$ cat src/rtl/grf_wb_buffer.sv
// ============================================================================
// Module   : grf_wb_buffer
// Brief    : GRF write-back queue merging ALU and MDU register writes in order,
//            one write issued per cycle, with a pending-destination scoreboard.
//            Optional macro WB_TRACE_EN prints every issued write.
// Revision : 1.0
// ============================================================================
`default_nettype none

module grf_wb_buffer #(
    parameter int DEPTH  = 4,
    parameter int DATA_W = 32
) (
    input  logic                       clk,
    input  logic                       reset,
    input  logic                       alu_valid,
    output logic                       alu_ready,
    input  logic [4:0]                 alu_a3,
    input  logic [DATA_W-1:0]          alu_wd,
    input  logic [DATA_W-1:0]          alu_pc,
    input  logic                       mdu_valid,
    output logic                       mdu_ready,
    input  logic [4:0]                 mdu_a3,
    input  logic [DATA_W-1:0]          mdu_wd,
    input  logic [DATA_W-1:0]          mdu_pc,
    output logic                       regwrite,
    output logic [4:0]                 A3,
    output logic [DATA_W-1:0]          WD,
    output logic [DATA_W-1:0]          pc,
    input  logic [4:0]                 q_a1,
    input  logic [4:0]                 q_a2,
    output logic                       q_busy1,
    output logic                       q_busy2,
    output logic [$clog2(DEPTH+1)-1:0] count,
    output logic                       empty,
    output logic                       full
);

    localparam int PTR_W = $clog2(DEPTH);
    localparam int CNT_W = $clog2(DEPTH+1);
    localparam logic [CNT_W-1:0] C_DEPTH = CNT_W'(DEPTH);

    logic [4:0]        r_a3 [DEPTH];
    logic [DATA_W-1:0] r_wd [DEPTH];
    logic [DATA_W-1:0] r_pc [DEPTH];

    logic [PTR_W-1:0]  r_rd_ptr;
    logic [PTR_W-1:0]  r_wr_ptr;
    logic [CNT_W-1:0]  r_count;

    logic              r_regwrite;
    logic [4:0]        r_A3;
    logic [DATA_W-1:0] r_WD;
    logic [DATA_W-1:0] r_pc_out;

    logic [CNT_W-1:0]  w_free;
    logic              w_alu_nz;
    logic              w_mdu_nz;
    logic              w_alu_room;
    logic              w_mdu_room;
    logic              w_alu_push;
    logic              w_mdu_push;
    logic              w_pop;
    logic [1:0]        w_npush;
    logic [PTR_W-1:0]  w_mdu_idx;
    logic [DEPTH-1:0]  w_hit1;
    logic [DEPTH-1:0]  w_hit2;

    // Credit is based on the current occupancy only; a same-edge pop is not counted.
    assign w_free     = C_DEPTH - r_count;
    assign w_alu_nz   = (alu_a3 != 5'd0);
    assign w_mdu_nz   = (mdu_a3 != 5'd0);
    assign w_alu_room = (w_free != '0);
    assign w_mdu_room = (w_free > CNT_W'(1)) ||
                        ((w_free != '0) && !(alu_valid && w_alu_nz));

    // Writes to $0 are always accepted and silently dropped.
    assign alu_ready  = !w_alu_nz || w_alu_room;
    assign mdu_ready  = !w_mdu_nz || w_mdu_room;

    assign w_alu_push = alu_valid && w_alu_nz && w_alu_room;
    assign w_mdu_push = mdu_valid && w_mdu_nz && w_mdu_room;
    assign w_pop      = (r_count != '0);
    assign w_npush    = {1'b0, w_alu_push} + {1'b0, w_mdu_push};
    assign w_mdu_idx  = w_alu_push ? (r_wr_ptr + PTR_W'(1)) : r_wr_ptr;

    always_ff @(posedge clk or negedge reset) begin
        if (!reset) begin
            r_rd_ptr   <= '0;
            r_wr_ptr   <= '0;
            r_count    <= '0;
            r_regwrite <= 1'b0;
            r_A3       <= '0;
            r_WD       <= '0;
            r_pc_out   <= '0;
        end else begin
            r_wr_ptr   <= r_wr_ptr + PTR_W'(w_npush);
            r_count    <= r_count + CNT_W'(w_npush) - CNT_W'(w_pop);
            r_regwrite <= w_pop;
            if (w_pop) begin
                r_rd_ptr <= r_rd_ptr + PTR_W'(1);
                r_A3     <= r_a3[r_rd_ptr];
                r_WD     <= r_wd[r_rd_ptr];
                r_pc_out <= r_pc[r_rd_ptr];
            end
        end
    end

    // Payload storage needs no reset: occupancy alone decides what is live.
    always_ff @(posedge clk) begin
        if (w_alu_push) begin
            r_a3[r_wr_ptr] <= alu_a3;
            r_wd[r_wr_ptr] <= alu_wd;
            r_pc[r_wr_ptr] <= alu_pc;
        end
        if (w_mdu_push) begin
            r_a3[w_mdu_idx] <= mdu_a3;
            r_wd[w_mdu_idx] <= mdu_wd;
            r_pc[w_mdu_idx] <= mdu_pc;
        end
    end

    generate
        for (genvar gi = 0; gi < DEPTH; gi++) begin : g_sb
            logic [PTR_W-1:0] w_off;
            logic             w_live;
            assign w_off      = PTR_W'(gi) - r_rd_ptr;
            assign w_live     = (CNT_W'(w_off) < r_count);
            assign w_hit1[gi] = w_live && (r_a3[gi] == q_a1);
            assign w_hit2[gi] = w_live && (r_a3[gi] == q_a2);
        end
    endgenerate

    assign q_busy1  = (q_a1 != 5'd0) && (|w_hit1);
    assign q_busy2  = (q_a2 != 5'd0) && (|w_hit2);

    assign regwrite = r_regwrite;
    assign A3       = r_A3;
    assign WD       = r_WD;
    assign pc       = r_pc_out;
    assign count    = r_count;
    assign empty    = (r_count == '0);
    assign full     = (r_count == C_DEPTH);

`ifdef WB_TRACE_EN
    always @(posedge clk) begin
        if (reset && w_pop)
            $display("%d@%h: $%d <= %h", $time, r_pc[r_rd_ptr], r_a3[r_rd_ptr], r_wd[r_rd_ptr]);
    end
`else
`endif

endmodule

`default_nettype wire

$ cat config.mk
export PLATFORM = sky130hd
export DESIGN_NAME = grf_wb_buffer
export DESIGN_NICKNAME = d
export VERILOG_FILES = /design/src/rtl/grf_wb_buffer.sv
export SDC_FILE = /design/constraint.sdc
export NUM_CORES = 1
export LEC_CHECK = 0
export CAP_MARGIN = 5
export CORE_MARGIN = 4
export CORE_UTILIZATION = 64
export DETAILED_ROUTE_END_ITERATION = 6
export DONT_BUFFER_PORTS = 1
export PLACE_DENSITY = 0.83
export SETUP_SLACK_MARGIN = 0.3
export SLEW_MARGIN = 20
export SYNTH_ARGS = -nofsm -noshare
export SYNTH_HDL_FRONTEND = slang
export SYNTH_SLANG_ARGS = --single-unit
$ cat constraint.sdc
create_clock -name clk -period 6.1 [get_ports clk]
set_clock_uncertainty 0.2 [all_clocks]
set_input_delay 0.915 -clock clk [delete_from_list [all_inputs] [get_ports clk]]
set_output_delay 0.915 -clock clk [all_outputs]
set_load 0.005 [all_outputs]
==> flow_metrics.tcl <==
set metrics [dict create \
    floorplan.initialDensity_pct 64.9 \
    width_of_the_die_um 173 \
    grt_pass1_vias 10200 \
    critical_path.n_buffers_inverters 2 \
    worst_ep_arrival_time_ns 4.51 \
    worst_hold_path_type "input port to asynchronous set/reset pin" \
    die_area_um2 30000 \
    number_of_antenna_violations_at_the_first_check_in_global_routing 0 \
    dominantRegCellSynth "sky130_fd_sc_hd__edfxtp_1" \
    commonest_cells_after_routing_fill_and_taps_aside "sky130_fd_sc_hd__edfxtp_1, sky130_fd_sc_hd__nand2_1, sky130_fd_sc_hd__mux2_1" \
    cts-buffers-inserted 38 \
    worst_ir_drop_vdd_v 0.000442 \
    clock_sink_count 353 \
    top_level_ports 231 \
    synth.ff_latch_count 353 \
    final_core_util_pct 70.0 \
    timing.fmax_mhz 225 \
    synthesized_area_um2 17500 \
    clk_pin_slew_ns 0.06 \
    critPathSlowestCell "sky130_fd_sc_hd__buf_4" \
    critical_path.max_stage_delay_ns 0.82 \
    avgViaCountPerCell 6.34 \
    final_critical_path_time_including_i_o_delays_and_setup_ns 4.45 \
    io_buffer_count 0 \
    fin_tns_setup_ns 0 \
    vias 9300 \
    tritoncts "done" \
    worst_ep_required_time_ns 6.16 \
    warning_count_from_the_yosys_run 0 \
    yosysSeqAreaShare_pct 58.4 \
    run_status "complete, no violations" \
    cts.htree.levels 2 \
    timing.final.max_slew_violations 0 \
    avgSynthCellArea_um2 15.6 \
    grt.total_usage_pct 25.5 \
    drive_gt1_share_pct 24.6 \
    area_delta_synth_final_pct 7.87 \
    placed_wire_length_estimate_mm 22.3 \
    timing.max_cap.violations 0 \
    synth.lib_cells_used.distinct 39 \
    timing_worst_setup_path_type "flop to flop" \
    setup.worst_path.start_class "flop" \
    synthesized_netlist_cell_count 1119 \
    cp_max_fo 41 \
    clk_lat_worst_skew_ns 0.52 \
    setup_violations 0 \
    drtIter0Drc 703 \
    synthArstFlopShare_pct 21.8 \
    leakagePower_nw 7.09 \
    crit_top_cell "sky130_fd_sc_hd__ha_1" \
    ant_nets 0 \
    ctsRootBufferMaster "sky130_fd_sc_hd__clkbuf_16" \
    most_common_library_cell_in_the_layout_ignoring_fill_and_taps "sky130_fd_sc_hd__edfxtp_1" \
    final_nets 1267 \
    critical_path.cell_chain "inv_1 > ha_1 > ha_1 > nand2b_1 > a21oi_2 > mux2i_1 > a211o_4 > buf_4 > mux2_4" \
    synth_enable_flop_cells 276 \
    fp-row-count 60 \
    worstSetupEndpointType "flop" \
    worst_pin_slew_ns 1.15 \
    first_pass_iters 5 \
    post-layout-total-power_mw 10.5 \
    clock_path_buffers 3 \
    finalHoldViolations 0 \
    period_share_pct 73.0 \
    wl_cell_um 26.3 \
    path_delay_family "compound AO/OA/AOI/OAI gates" \
    core_region_area_um2 27000 \
    antenna-diode-count 0 \
    grt_first_pass_wirelength_mm 59.6 \
    routabilityCongestion 0.881 \
    wl_mm 38.6 \
    gr-total-overflow 0 \
    drc 0 \
    rsz0062_at_grt "no" \
    largest_net_degree_at_the_start_of_global_routing 78 \
    timing.max_slew.rel_slack_pct 23.6 \
    powerDensity_nw_per_um2 558 \
    mappedNetlistNets 1289 \
    die_height_um 173 \
]
report_power, final:
part           internal, mW  total, mW  switching [mW]  leakage [nW]
clock network          1.29       2.19           0.894         0.577
logic                  1.69       3.82            2.13          3.05
registers              4.00       4.51           0.513          3.47
final cells by class:
class	count	area [um^2]
flip-flops and latches	353	10200
fillers	1721	8090
multi-input cells	681	6870
clock buffers	58	1110
well taps	341	427
repair buffers	10	108
clock inverters	11	80.1
inverters	13	48.8
state kept, by name, summed over array words and instances (netlist names):
signal,count
count,3
r_rd_ptr,2
r_wr_ptr,2
r_wd,128
pc,32
r_pc,128
r_a3,20
WD,32
A3,5
regwrite,1
repair_timing:
item,4_1_cts,5_1_grt
hold buffers,1,0
endpoints found under the hold margin,77,0
gates resized for setup,0,0
setup buffers,0,0
path summary, 6_finish.rpt:
check,end,cells after the start,slack [ns],start
worst max-delay path,r_wd[2][26],9,1.65,count[0]
worst min-delay path,WD[28],1,0.11,reset
worst max register to register,r_wd[2][26],9,1.65,count[0]
worst min register to register,pc[8],2,0.29,pc[8]
max in group asynchronous,r_rd_ptr[1],1,5.25,reset
min in group clk,pc[8],2,0.29,pc[8]
cell families (layout without fill, tap and decap cells):
kind of cell               after synthesis  after routing  synth area share (%)
DFF                                    353            353                  58.4
and+or+nand+nor                        239            239                  5.39
muxes                                  349            349                  28.4
AOI/OAI and AO/OA                       28             28                  1.27
buffers and inverters                   85             92                  2.84
adders and majority gates               18             18                  1.33
xor gates and xnor gates                47             47                  2.35
through the flow:
| step | cell area [um^2] | setup WS (ns) | cells | hold WS, ns |
|---|---|---|---|---|
| after CTS | 18800 | 1.71 | 1466 | 0.108 |
| after global routing | 18900 | 1.48 | 1467 | 0.126 |
| after global placement | 17600 | 1.94 | 1396 | 0.284 |
| after floorplan | 17500 | 1.70 | 1119 | 0.265 |
| final | 18900 | 1.65 | 1467 | 0.113 |
| after detailed placement | 17600 | 1.82 | 1396 | 0.289 |
synthesized netlist by cell type (17+ instances only):
library cell / instances / area [um^2]
sky130_fd_sc_hd__edfxtp_1: 276 / 8290
sky130_fd_sc_hd__nand2_1: 216 / 811
sky130_fd_sc_hd__mux2_1: 145 / 1630
sky130_fd_sc_hd__dfrtp_1: 77 / 1930
sky130_fd_sc_hd__mux2_4: 70 / 1050
sky130_fd_sc_hd__mux4_2: 69 / 1550
sky130_fd_sc_hd__mux2_2: 62 / 698
sky130_fd_sc_hd__clkbuf_1: 27 / 101
sky130_fd_sc_hd__xnor2_1: 25 / 219
sky130_fd_sc_hd__xor2_1: 22 / 193
sky130_fd_sc_hd__buf_6: 21 / 236
sky130_fd_sc_hd__ha_1: 17 / 213
worst register-to-register path, delay by kind of cell, from the launching register on:
kind	cells	cell delay, ns
buffers and inverters	2	0.92
muxes	2	0.85
AOI/OAI and AO/OA	2	0.95
adders and majority gates	2	0.56
and+or+nand+nor	1	0.22
DFF	1	0.49
metal layers:
layer  share of wire (%)  wire length (um)  vias up  GRT usage [%]
met1                  39             15100     4750           32.6
met5                   0                 0        -              0
li1                    -                 -     4157              -
met3                 8.3              3210       58           7.68
met2                  50             19500      335           43.4
met4                 2.0               756        0           6.02
Note: power is estimated with default switching activity, not from simulation.
